File: config.mk
export PLATFORM = sky130hd
export DESIGN_NAME = array_cmd_ctrl
export DESIGN_NICKNAME = d
export VERILOG_FILES = /design/src/rtl/array_cmd_ctrl.sv
export SDC_FILE = /design/constraint.sdc
export NUM_CORES = 1
export LEC_CHECK = 0
export BUFFER_PORTS_ARGS = -buffer_cell sky130_fd_sc_hd__buf_2
export CORE_ASPECT_RATIO = 0.9
export CORE_UTILIZATION = 53
export CTS_CLUSTER_SIZE = 12
export DETAILED_ROUTE_END_ITERATION = 10
export PLACE_DENSITY = 0.74
export SKIP_CTS_REPAIR_TIMING = 1
export SYNTH_ARGS = -nofsm -noshare
export SYNTH_HDL_FRONTEND = slang
export SYNTH_SLANG_ARGS = --single-unit
File: constraint.sdc
create_clock -name clk -period 17.29 [get_ports clk]
set_input_delay 3.458 -clock clk [delete_from_list [all_inputs] [get_ports clk]]
set_output_delay 3.458 -clock clk [all_outputs]
set_load 0.01 [all_outputs]
File: src/rtl/array_cmd_ctrl.sv
// array_cmd_ctrl: UART command decoder that drives double-buffered transducer phase offsets.
// Optional op 011 READ is compiled in when ARRAY_CMD_READBACK_EN is defined.
`default_nettype none

module array_cmd_ctrl #(
    parameter int OUTPUTS      = 16,
    parameter int OFFSET_WIDTH = 11,
    parameter int TIMEOUT      = 50000
) (
    input  logic                             clk,
    input  logic                             rst,
    input  logic [7:0]                       rx_data,
    input  logic                             rx_valid,
    output logic                             rx_ready,
    output logic [7:0]                       tx_data,
    output logic                             tx_valid,
    input  logic                             tx_ready,
    output logic [OUTPUTS*OFFSET_WIDTH-1:0]  offsets,
    output logic                             reload,
    output logic                             frame_err
);

    localparam int          IDXW         = (OUTPUTS > 1) ? $clog2(OUTPUTS) : 1;
    localparam int          TMOW         = $clog2(TIMEOUT);
    localparam logic [11:0] C_OUTPUTS12  = 12'(OUTPUTS);
    localparam logic [13:0] C_OUTPUTS14  = 14'(OUTPUTS);
    localparam logic [7:0]  C_ERR_OP     = 8'hE0;
    localparam logic [7:0]  C_ERR_CH     = 8'hE1;

    localparam logic [2:0]  OP_SET       = 3'b000;
    localparam logic [2:0]  OP_COMMIT    = 3'b001;
    localparam logic [2:0]  OP_QUERY     = 3'b010;
    localparam logic [2:0]  OP_READ      = 3'b011;
    localparam logic [2:0]  OP_SET_ALL   = 3'b100;

    typedef enum logic [1:0] {
        S_IDLE    = 2'd0,
        S_COLLECT = 2'd1,
        S_EXEC    = 2'd2,
        S_REPLY   = 2'd3
    } state_t;

    state_t                  state_q;
    logic [1:0]              cnt_q;
    logic [2:0]              op_q;
    logic [10:0]             ch_q;
    logic [13:0]             val_q;
    logic [TMOW-1:0]         tmo_q;
    logic [7:0]              reply2_q;
    logic                    reply_more_q;
    logic                    rx_ready_q;
    logic                    tx_valid_q;
    logic [7:0]              tx_data_q;
    logic                    reload_q;
    logic                    frame_err_q;
    logic [OFFSET_WIDTH-1:0] shadow_q [OUTPUTS];
    logic [OFFSET_WIDTH-1:0] active_q [OUTPUTS];

    logic                    rx_fire;
    logic                    tx_fire;
    logic                    ch_ok;
    logic [IDXW-1:0]         idx;
    logic [OFFSET_WIDTH-1:0] val_trunc;
    logic                    has_reply_d;
    logic                    reply_more_d;
    logic [7:0]              reply0_d;
    logic [7:0]              reply1_d;

    assign rx_fire   = rx_valid & rx_ready_q;
    assign tx_fire   = tx_valid_q & tx_ready;
    assign ch_ok     = {1'b0, ch_q} < C_OUTPUTS12;
    assign idx       = IDXW'(ch_q);
    assign val_trunc = OFFSET_WIDTH'(val_q);

    // Reply selection for the command held in EXEC
    always_comb begin
        has_reply_d  = 1'b0;
        reply_more_d = 1'b0;
        reply0_d     = 8'h00;
        reply1_d     = 8'h00;
        case (op_q)
            OP_SET: begin
                if (!ch_ok) begin
                    has_reply_d = 1'b1;
                    reply0_d    = C_ERR_CH;
                end
            end
            OP_COMMIT, OP_SET_ALL: begin
                has_reply_d = 1'b0;
            end
            OP_QUERY: begin
                has_reply_d  = 1'b1;
                reply_more_d = 1'b1;
                reply0_d     = {1'b0, C_OUTPUTS14[13:7]};
                reply1_d     = {1'b0, C_OUTPUTS14[6:0]};
            end
`ifdef ARRAY_CMD_READBACK_EN
            OP_READ: begin
                has_reply_d = 1'b1;
                if (!ch_ok) begin
                    reply0_d = C_ERR_CH;
                end else begin
                    reply_more_d = 1'b1;
                    reply0_d     = {1'b0, 7'((14'(shadow_q[idx])) >> 7)};
                    reply1_d     = {1'b0, 7'(shadow_q[idx])};
                end
            end
`endif
            default: begin
                has_reply_d = 1'b1;
                reply0_d    = C_ERR_OP;
            end
        endcase
    end

    always_ff @(posedge clk or posedge rst) begin
        if (rst) begin
            state_q      <= S_IDLE;
            cnt_q        <= 2'd0;
            op_q         <= 3'd0;
            ch_q         <= 11'd0;
            val_q        <= 14'd0;
            tmo_q        <= '0;
            reply2_q     <= 8'h00;
            reply_more_q <= 1'b0;
            rx_ready_q   <= 1'b0;
            tx_valid_q   <= 1'b0;
            tx_data_q    <= 8'h00;
            reload_q     <= 1'b1;
            frame_err_q  <= 1'b0;
            for (int i = 0; i < OUTPUTS; i++) begin
                shadow_q[i] <= '0;
                active_q[i] <= '0;
            end
        end else begin
            frame_err_q <= 1'b0;
            reload_q    <= 1'b1;
            case (state_q)
                S_IDLE: begin
                    rx_ready_q <= 1'b1;
                    if (rx_fire) begin
                        if (rx_data[7]) begin
                            op_q       <= rx_data[6:4];
                            ch_q[10:7] <= rx_data[3:0];
                            cnt_q      <= 2'd1;
                            tmo_q      <= '0;
                            state_q    <= S_COLLECT;
                        end else begin
                            frame_err_q <= 1'b1;
                        end
                    end
                end
                S_COLLECT: begin
                    if (rx_fire) begin
                        tmo_q <= '0;
                        if (rx_data[7]) begin
                            // A header byte mid-frame restarts the frame with this byte as B0
                            frame_err_q <= 1'b1;
                            op_q        <= rx_data[6:4];
                            ch_q[10:7]  <= rx_data[3:0];
                            cnt_q       <= 2'd1;
                        end else begin
                            case (cnt_q)
                                2'd1:    ch_q[6:0]   <= rx_data[6:0];
                                2'd2:    val_q[13:7] <= rx_data[6:0];
                                default: val_q[6:0]  <= rx_data[6:0];
                            endcase
                            if (cnt_q == 2'd3) begin
                                state_q    <= S_EXEC;
                                rx_ready_q <= 1'b0;
                            end else begin
                                cnt_q <= cnt_q + 2'd1;
                            end
                        end
                    end else if (tmo_q == TMOW'(TIMEOUT - 1)) begin
                        frame_err_q <= 1'b1;
                        tmo_q       <= '0;
                        state_q     <= S_IDLE;
                    end else begin
                        tmo_q <= tmo_q + 1'b1;
                    end
                end
                S_EXEC: begin
                    if (has_reply_d) begin
                        state_q      <= S_REPLY;
                        tx_valid_q   <= 1'b1;
                        tx_data_q    <= reply0_d;
                        reply2_q     <= reply1_d;
                        reply_more_q <= reply_more_d;
                    end else begin
                        state_q    <= S_IDLE;
                        rx_ready_q <= 1'b1;
                    end
                    case (op_q)
                        OP_SET: begin
                            if (ch_ok) begin
                                shadow_q[idx] <= val_trunc;
                            end
                        end
                        OP_COMMIT: begin
                            reload_q <= 1'b0;
                            for (int i = 0; i < OUTPUTS; i++) begin
                                active_q[i] <= shadow_q[i];
                            end
                        end
                        OP_SET_ALL: begin
                            for (int i = 0; i < OUTPUTS; i++) begin
                                shadow_q[i] <= val_trunc;
                            end
                        end
                        default: begin
                        end
                    endcase
                end
                S_REPLY: begin
                    if (tx_fire) begin
                        if (reply_more_q) begin
                            tx_data_q    <= reply2_q;
                            reply_more_q <= 1'b0;
                        end else begin
                            tx_valid_q <= 1'b0;
                            rx_ready_q <= 1'b1;
                            state_q    <= S_IDLE;
                        end
                    end
                end
                default: begin
                    state_q <= S_IDLE;
                end
            endcase
        end
    end

    generate
        for (genvar g = 0; g < OUTPUTS; g++) begin : g_offsets
            assign offsets[g*OFFSET_WIDTH +: OFFSET_WIDTH] = active_q[g];
        end
    endgenerate

    assign rx_ready  = rx_ready_q;
    assign tx_valid  = tx_valid_q;
    assign tx_data   = tx_data_q;
    assign reload    = reload_q;
    assign frame_err = frame_err_q;

endmodule

`default_nettype wire

==> flow_metrics.py, run 1 <==
metrics = {
    "status": {
        "run_status": "finished clean",
    },
    "die": {
        "start_util_pct": 53.8,
        "die-area_um2": 30900,
        "fp-row-count": 60,
        "ios": 200,
        "die_x_um": 185,
        "core-area_um2": 29800,
        "die-height_um": 167,
    },
    "routing": {
        "drt.antenna.violating_nets": 0,
        "firstDrtPassIters": 5,
        "routed_wl_mm": 33.4,
        "viasPerCell": 5.50,
        "drc_errors": 0,
        "routedWlPerCell_um": 20.1,
        "num_vias": 9138,
        "drt_iter0_drc": 588,
    },
    "yosys": {
        "synth_top_area_share_pct": 63.2,
        "syn_area_per_cell_um2": 15.3,
        "synthCells": 1047,
        "synth_compound_area_share_pct": 2.29,
        "synth-seq-cells": 406,
        "synth-async-reset-ratio_pct": 100,
        "synth_area_leaders": "dfrtp_1 63%, mux2_2 23%, mux2_4 2.8%",
        "synth_edf_count": 0,
        "synthMuxAreaShare_pct": 27.3,
        "synth_cell_types": 49,
        "synth_xor_area_share_pct": 0.219,
        "synth_adder_area_share_pct": 0.312,
        "netlist_area_um2": 16000,
        "synth_flop_cell": "dfrtp_1",
        "synth-simple-area-share_pct": 4.17,
        "ys_seq_area_share_pct": 63.4,
        "synth_top_area_cell": "dfrtp_1",
        "synth_warnings": 0,
        "synth_top_family_by_area": "multiplexers",
    },
    "grt": {
        "grt_antenna_before_repair": 0,
        "grt_usage_pct": 22.4,
        "overflow": 0,
        "grt_pass1_wl_mm": 53.2,
        "grt_pass1_vias": 9259,
        "grt_max_degree": 122,
    },
    "clock_tree": {
        "h-tree-depth": 2,
        "path_clk_slew_ps": 50,
        "cts_tree": "yes",
        "cts_max_path_buffers": 3,
        "clock_latency_ps": 520,
        "cts_root_buf": "clkbuf_16",
        "clkSinkCount": 406,
        "numCtsBuffers": 42,
    },
    "sta": {
        "finalCritPeriodShare_pct": 35.1,
        "min_period_ps": 6070,
        "drv_slew": 0,
        "rsz0062_at_grt": "no",
        "fmax_ghz": 0.165,
        "setup_viol_count_final": 0,
        "finalHoldViolCount": 0,
        "slew-limit-headroom_pct": 18.9,
        "tns_ps": 0,
        "tightest_slew_ps": 1210,
        "skew_ps": 12.7,
    },
    "placement": {
        "place_area_um2": 17300,
        "dp.cells": 1591,
        "port_buffers": 196,
        "gp_congestion": 0.803,
        "dp_hpwl_mm": 20.9,
    },
    "finish": {
        "multi_input_area_um2": 5530,
        "final_common_cell": "dfrtp_1",
        "most-common-layout-cells": "405 x dfrtp_1, 328 x mux2_2, 196 x buf_2",
        "fin_nets": 1248,
        "instances_no_fill": 1660,
        "fillers": 2253,
        "final_cell_area_um2": 18600,
        "drive_gt1_share_pct": 50.4,
        "syn2layout_area_growth_pct": 16.0,
        "regArea_um2": 10200,
        "diodes": 0,
    },
    "pwr": {
        "power_density_nw_per_um2": 148,
        "peakVddDrop_v": 0.0000881,
        "power.leakage_uw": 0.00982,
    },
    "min_path": {
        "hp-class": "flop to flop",
    },
    "critical_path": {
        "worst-path-max-fanout": 121,
        "critical_path_class": "input port to async pin",
        "startpoint_type": "input port",
        "critical_path_arrival_ps": 6660,
        "endpoint_kind": "async pin",
        "required_ps": 17880,
    },
    "run": {
        "cap_violations": 0,
    },
}
synth_stat cells, types with 4 or more instances:
cell,count
mux2_2,328
mux2_4,30
and3_1,4
clkbuf_1,25
a21oi_1,24
buf_6,4
a31oi_1,13
mux2_1,20
dfrtp_1,405
nand4_1,5
nor2_2,5
or3_1,5
nor2b_1,5
nor2_1,23
nor3_1,8
buf_4,17
ha_1,4
buf_1,15
o21ai_0,10
nand2_1,34
nand3_1,10
nand2b_1,4
inv_1,8
xor2_1,4
per-stage QoR:
stage / util (%) / hold slack (ps) / setup slack, ps / power [uW]
floorplan: - / 442 / 2540 / 1680
global placement: 57.9 / 463 / 10520 / 1870
detailed placement: 57.9 / 475 / 10470 / 1900
CTS: 62.4 / 487 / 11040 / 2770
global route: 62.4 / 496 / 10580 / 2880
finish: 62.4 / 482 / 11220 / 2740
worst paths after layout:
path | cells past startpoint | slack [ps] | start | endpoint
worst max-delay path | 5 | 11220 | rst | shadow_q[133]
worst min-delay path | 1 | 480 | shadow_q[175] | shadow_q[175]
worst max register to register | 4 | 14280 | state_q[1] | offsets[19]
worst min register to register | 1 | 480 | shadow_q[175] | shadow_q[175]
max in group clk | 6 | 12580 | rx_valid | state_q[0]
min in group asynchronous | 2 | 3080 | rst | shadow_q[27]
flip-flops by register name, indices dropped and copies added (netlist names), 2 cells and up:
name / count
offsets: 176
state_q: 2
cnt_q: 2
tx_data: 3
op_q: 3
tmo_q: 16
val_q: 11
shadow_q: 176
ch_q: 11
layer usage:
layer  GRT usage [%]  up-vias  part of all wire (%)
met5               0        -                     0
met4            5.35        0                   1.9
met3            4.31       52                   5.6
met2            33.9      259                    45
met1            33.4     4747                    47
li1                -     4080                     -
final cells by class:
class / instances / area share [%]
sequential: 406 / 54.7
tap: 403 / 2.71
timing repair buffer: 203 / 5.56
clock inverter: 3 / 0.215
multi-input combinational: 571 / 29.7
inverter: 8 / 0.202
clock buffer: 66 / 6.91
logic make-up after synthesis:
group           count (synthesis)
flops                         406
compound gates                 61
mux                           379
buf+inv                        72
simple gates                  120
other cells                     1
fa+ha+maj                       4
xor+xnor                        4
worst max-delay path: stages:
cell and delay, ps:
buf_2 130, inv_8 520, buf_4 830, buf_4 880, buf_4 690
power breakdown:
part / total, uW / switching, uW / internal (uW)
registers: 1380 / 221 / 1160
clock network: 862 / 342 / 520
logic: 498 / 232 / 266
No activity file was read; power rests on OpenSTA's default activity.
==> inputs of run 2 (changes only) <==
Settings changed: ABC_AREA from default to 1.
Clock period 17.29 ns to 5.6 ns, I/O delays scaled along.
==> flow_metrics.py, run 2 <==
metrics = {
    "status": {
        "run_status": "finished clean",
    },
    "finish": {
        "fillers": 2302,
        "final_common_cell": "dfrtp_1",
        "most-common-layout-cells": "405 x dfrtp_1, 297 x nand2_1, 196 x buf_2",
        "syn2layout_area_growth_pct": 16.1,
        "final_cell_area_um2": 18100,
        "fin_nets": 1539,
        "drive_gt1_share_pct": 21.1,
        "diodes": 0,
    },
    "critical_path": {
        "critical_path_class": "flop to flop",
        "worstPathCellList": "inv_2 -> nor2_2 -> nand3_4 -> buf_4 -> mux2_1",
        "worst-path-max-fanout": 78,
        "required_ps": 5990,
        "startpoint_type": "flop",
        "cp_slowest_cell": "nor2_2",
        "timing.critical_path.buf_inv": 2,
        "cp_top_family": "simple AND/OR/NAND/NOR gates",
        "critical_path_arrival_ps": 3370,
        "max_stage_delay_ps": 720,
        "endpoint_kind": "flop",
    },
    "yosys": {
        "synth_top_area_cell": "dfrtp_1",
        "syn_area_per_cell_um2": 11.5,
        "synth-seq-cells": 406,
        "synth_cell_types": 32,
        "netlist_area_um2": 15600,
        "synth_common_cells": "405 x dfrtp_1, 297 x nand2_1, 183 x o21ai_0, 129 x mux2_1, 50 x nor2_1",
        "synth_edf_count": 0,
        "synth-async-reset-ratio_pct": 100,
        "yosysMostFrequentCell": "dfrtp_1",
        "synth_flop_cell": "dfrtp_1",
        "synth_area_leaders": "dfrtp_1 65%, mux2_1 9.3%, nand2_1 7.1%",
        "synth_warnings": 0,
        "ys_seq_area_share_pct": 65.2,
        "synth_top_area_share_pct": 65.0,
        "synthCells": 1351,
    },
    "grt": {
        "grt_usage_pct": 22.9,
        "grt_max_degree": 148,
        "overflow": 0,
        "grt_pass1_vias": 9963,
        "grt_pass1_wl_mm": 53.6,
        "grt_antenna_before_repair": 0,
    },
    "pwr": {
        "p_total_uw": 7660,
        "power_density_nw_per_um2": 423,
        "switching_share_pct": 29.8,
        "combPwrFrac_pct": 17.4,
        "p_seq_share_pct": 47.8,
        "peakVddDrop_v": 0.000195,
        "power.leakage_uw": 0.00964,
        "clkPwrFrac_pct": 34.7,
        "p_sw_uw": 2290,
        "intPower_uw": 5370,
    },
    "sta": {
        "skew_ps": 23.8,
        "tightest_slew_ps": 1080,
        "rsz0062_at_grt": "no",
        "tns_ps": 0,
        "holdWs_ps": 476,
        "setup_viol_count_final": 0,
        "finalCritPeriodShare_pct": 53.2,
        "finalHoldViolCount": 0,
        "min_period_ps": 2980,
        "drv_slew": 0,
        "setup_ws_ps": 2620,
        "slew-limit-headroom_pct": 27.7,
        "fmax_ghz": 0.336,
    },
    "clock_tree": {
        "cts_max_path_buffers": 3,
        "h-tree-depth": 2,
        "clkSinkCount": 406,
        "path_clk_slew_ps": 60,
        "cts_root_buf": "clkbuf_16",
        "cts_tree": "yes",
        "numCtsBuffers": 42,
        "clock_latency_ps": 530,
    },
    "die": {
        "start_util_pct": 53.9,
        "ios": 200,
        "die_x_um": 183,
        "die-height_um": 165,
        "die-area_um2": 30100,
        "fp-row-count": 59,
        "core-area_um2": 28900,
    },
    "routing": {
        "routedWlPerCell_um": 17.3,
        "routed_wl_mm": 33.5,
        "drt.antenna.violating_nets": 0,
        "drc_errors": 0,
        "drt_iter0_drc": 822,
        "firstDrtPassIters": 5,
        "num_vias": 10200,
        "viasPerCell": 5.25,
    },
    "placement": {
        "pre_cts_ws_ps": 2620,
        "gp_congestion": 0.844,
        "port_buffers": 196,
        "dp_hpwl_mm": 21.2,
        "place_area_um2": 16800,
    },
    "run": {
        "cap_violations": 0,
    },
    "min_path": {
        "hp-class": "flop to flop",
    },
}
-- run 2: cell types whose count changed in the layout (fill, tap and decap cells not counted), moves of 27 or more --
cell / previous run / this run
o21ai_0: 9 / 183
nand3_1: 9 / 37
mux2_4: 30 / 0
nor2_1: 23 / 50
mux2_2: 328 / 47
mux2_1: 20 / 129
nand2_1: 34 / 297
inv_1: 7 / 45
-- run 2: final timing paths --
check	startpoint	end	slack, ps	depth (start not counted)
setup reg to reg	state_q[1]	offsets[91]	2620	5
hold / removal	shadow_q[113]	offsets[58]	480	1
min in group asynchronous	rst	shadow_q[163]	810	2
max in group asynchronous	rst	shadow_q[91]	3530	3
setup / recovery	state_q[1]	offsets[91]	2620	5
hold reg to reg	shadow_q[113]	offsets[58]	480	1
-- run 2: cell families (layout without fill, tap and decap cells) --
kind of cell    Yosys count  after routing  synth area share, %
simple gates            410            410                 10.8
flops                   406            406                 65.2
compound gates          223            223                 7.20
mux                     176            176                 12.7
buf+inv                 127            316                 3.56
fa+ha+maj                 4              4                0.321
xor+xnor                  4              4                0.225
other cells               1              3               0.0240
-- run 2: routing by layer --
| metal | global-route usage, % | part of all wire [%] | up-vias |
|---|---|---|---|
| met4 | 6.36 | 2.3 | 0 |
| met2 | 38.2 | 48 | 254 |
| li1 | - | - | 4812 |
| met3 | 3.24 | 4.2 | 51 |
| met5 | 0 | 0 | - |
| met1 | 31.9 | 45 | 5064 |
-- run 2: layout make-up --
type / instances / area [um^2] / share of cell area, %
clock buffers: 57 / 1210 / 6.67
inverters: 51 / 195 / 1.08
repair buffers: 202 / 1050 / 5.80
flip-flops and latches: 406 / 10200 / 56.1
clock inverters: 6 / 106 / 0.587
well taps: 396 / 495 / 2.74
multi-input cells: 820 / 4890 / 27.0
-- run 2: power by group through the flow --
stage | Combinational (uW) | Sequential (uW) | Clock [uW]
4_1_cts | 1360 | 3660 | 2720
3_3_place_gp | 1300 | 3690 | 0
2_1_floorplan | 890 | 3670 | 0
6_report | 1330 | 3660 | 2660
5_1_grt | 1510 | 3720 | 2850
3_5_place_dp | 1350 | 3710 | 0
-- run 2: stage by stage --
step	std cells	util [%]
6_report	1938	62.6
5_1_grt	1938	62.6
4_1_cts	1938	62.6
3_5_place_dp	1875	58.0
3_3_place_gp	1875	58.0
2_1_floorplan	1353	-
-- run 2: worst reg2reg max path, stage by stage (launching register included) --
cell     delay (ps)
dfrtp_1         440
inv_2            90
nor2_2          720
nand3_4         500
buf_4           590
mux2_1          510
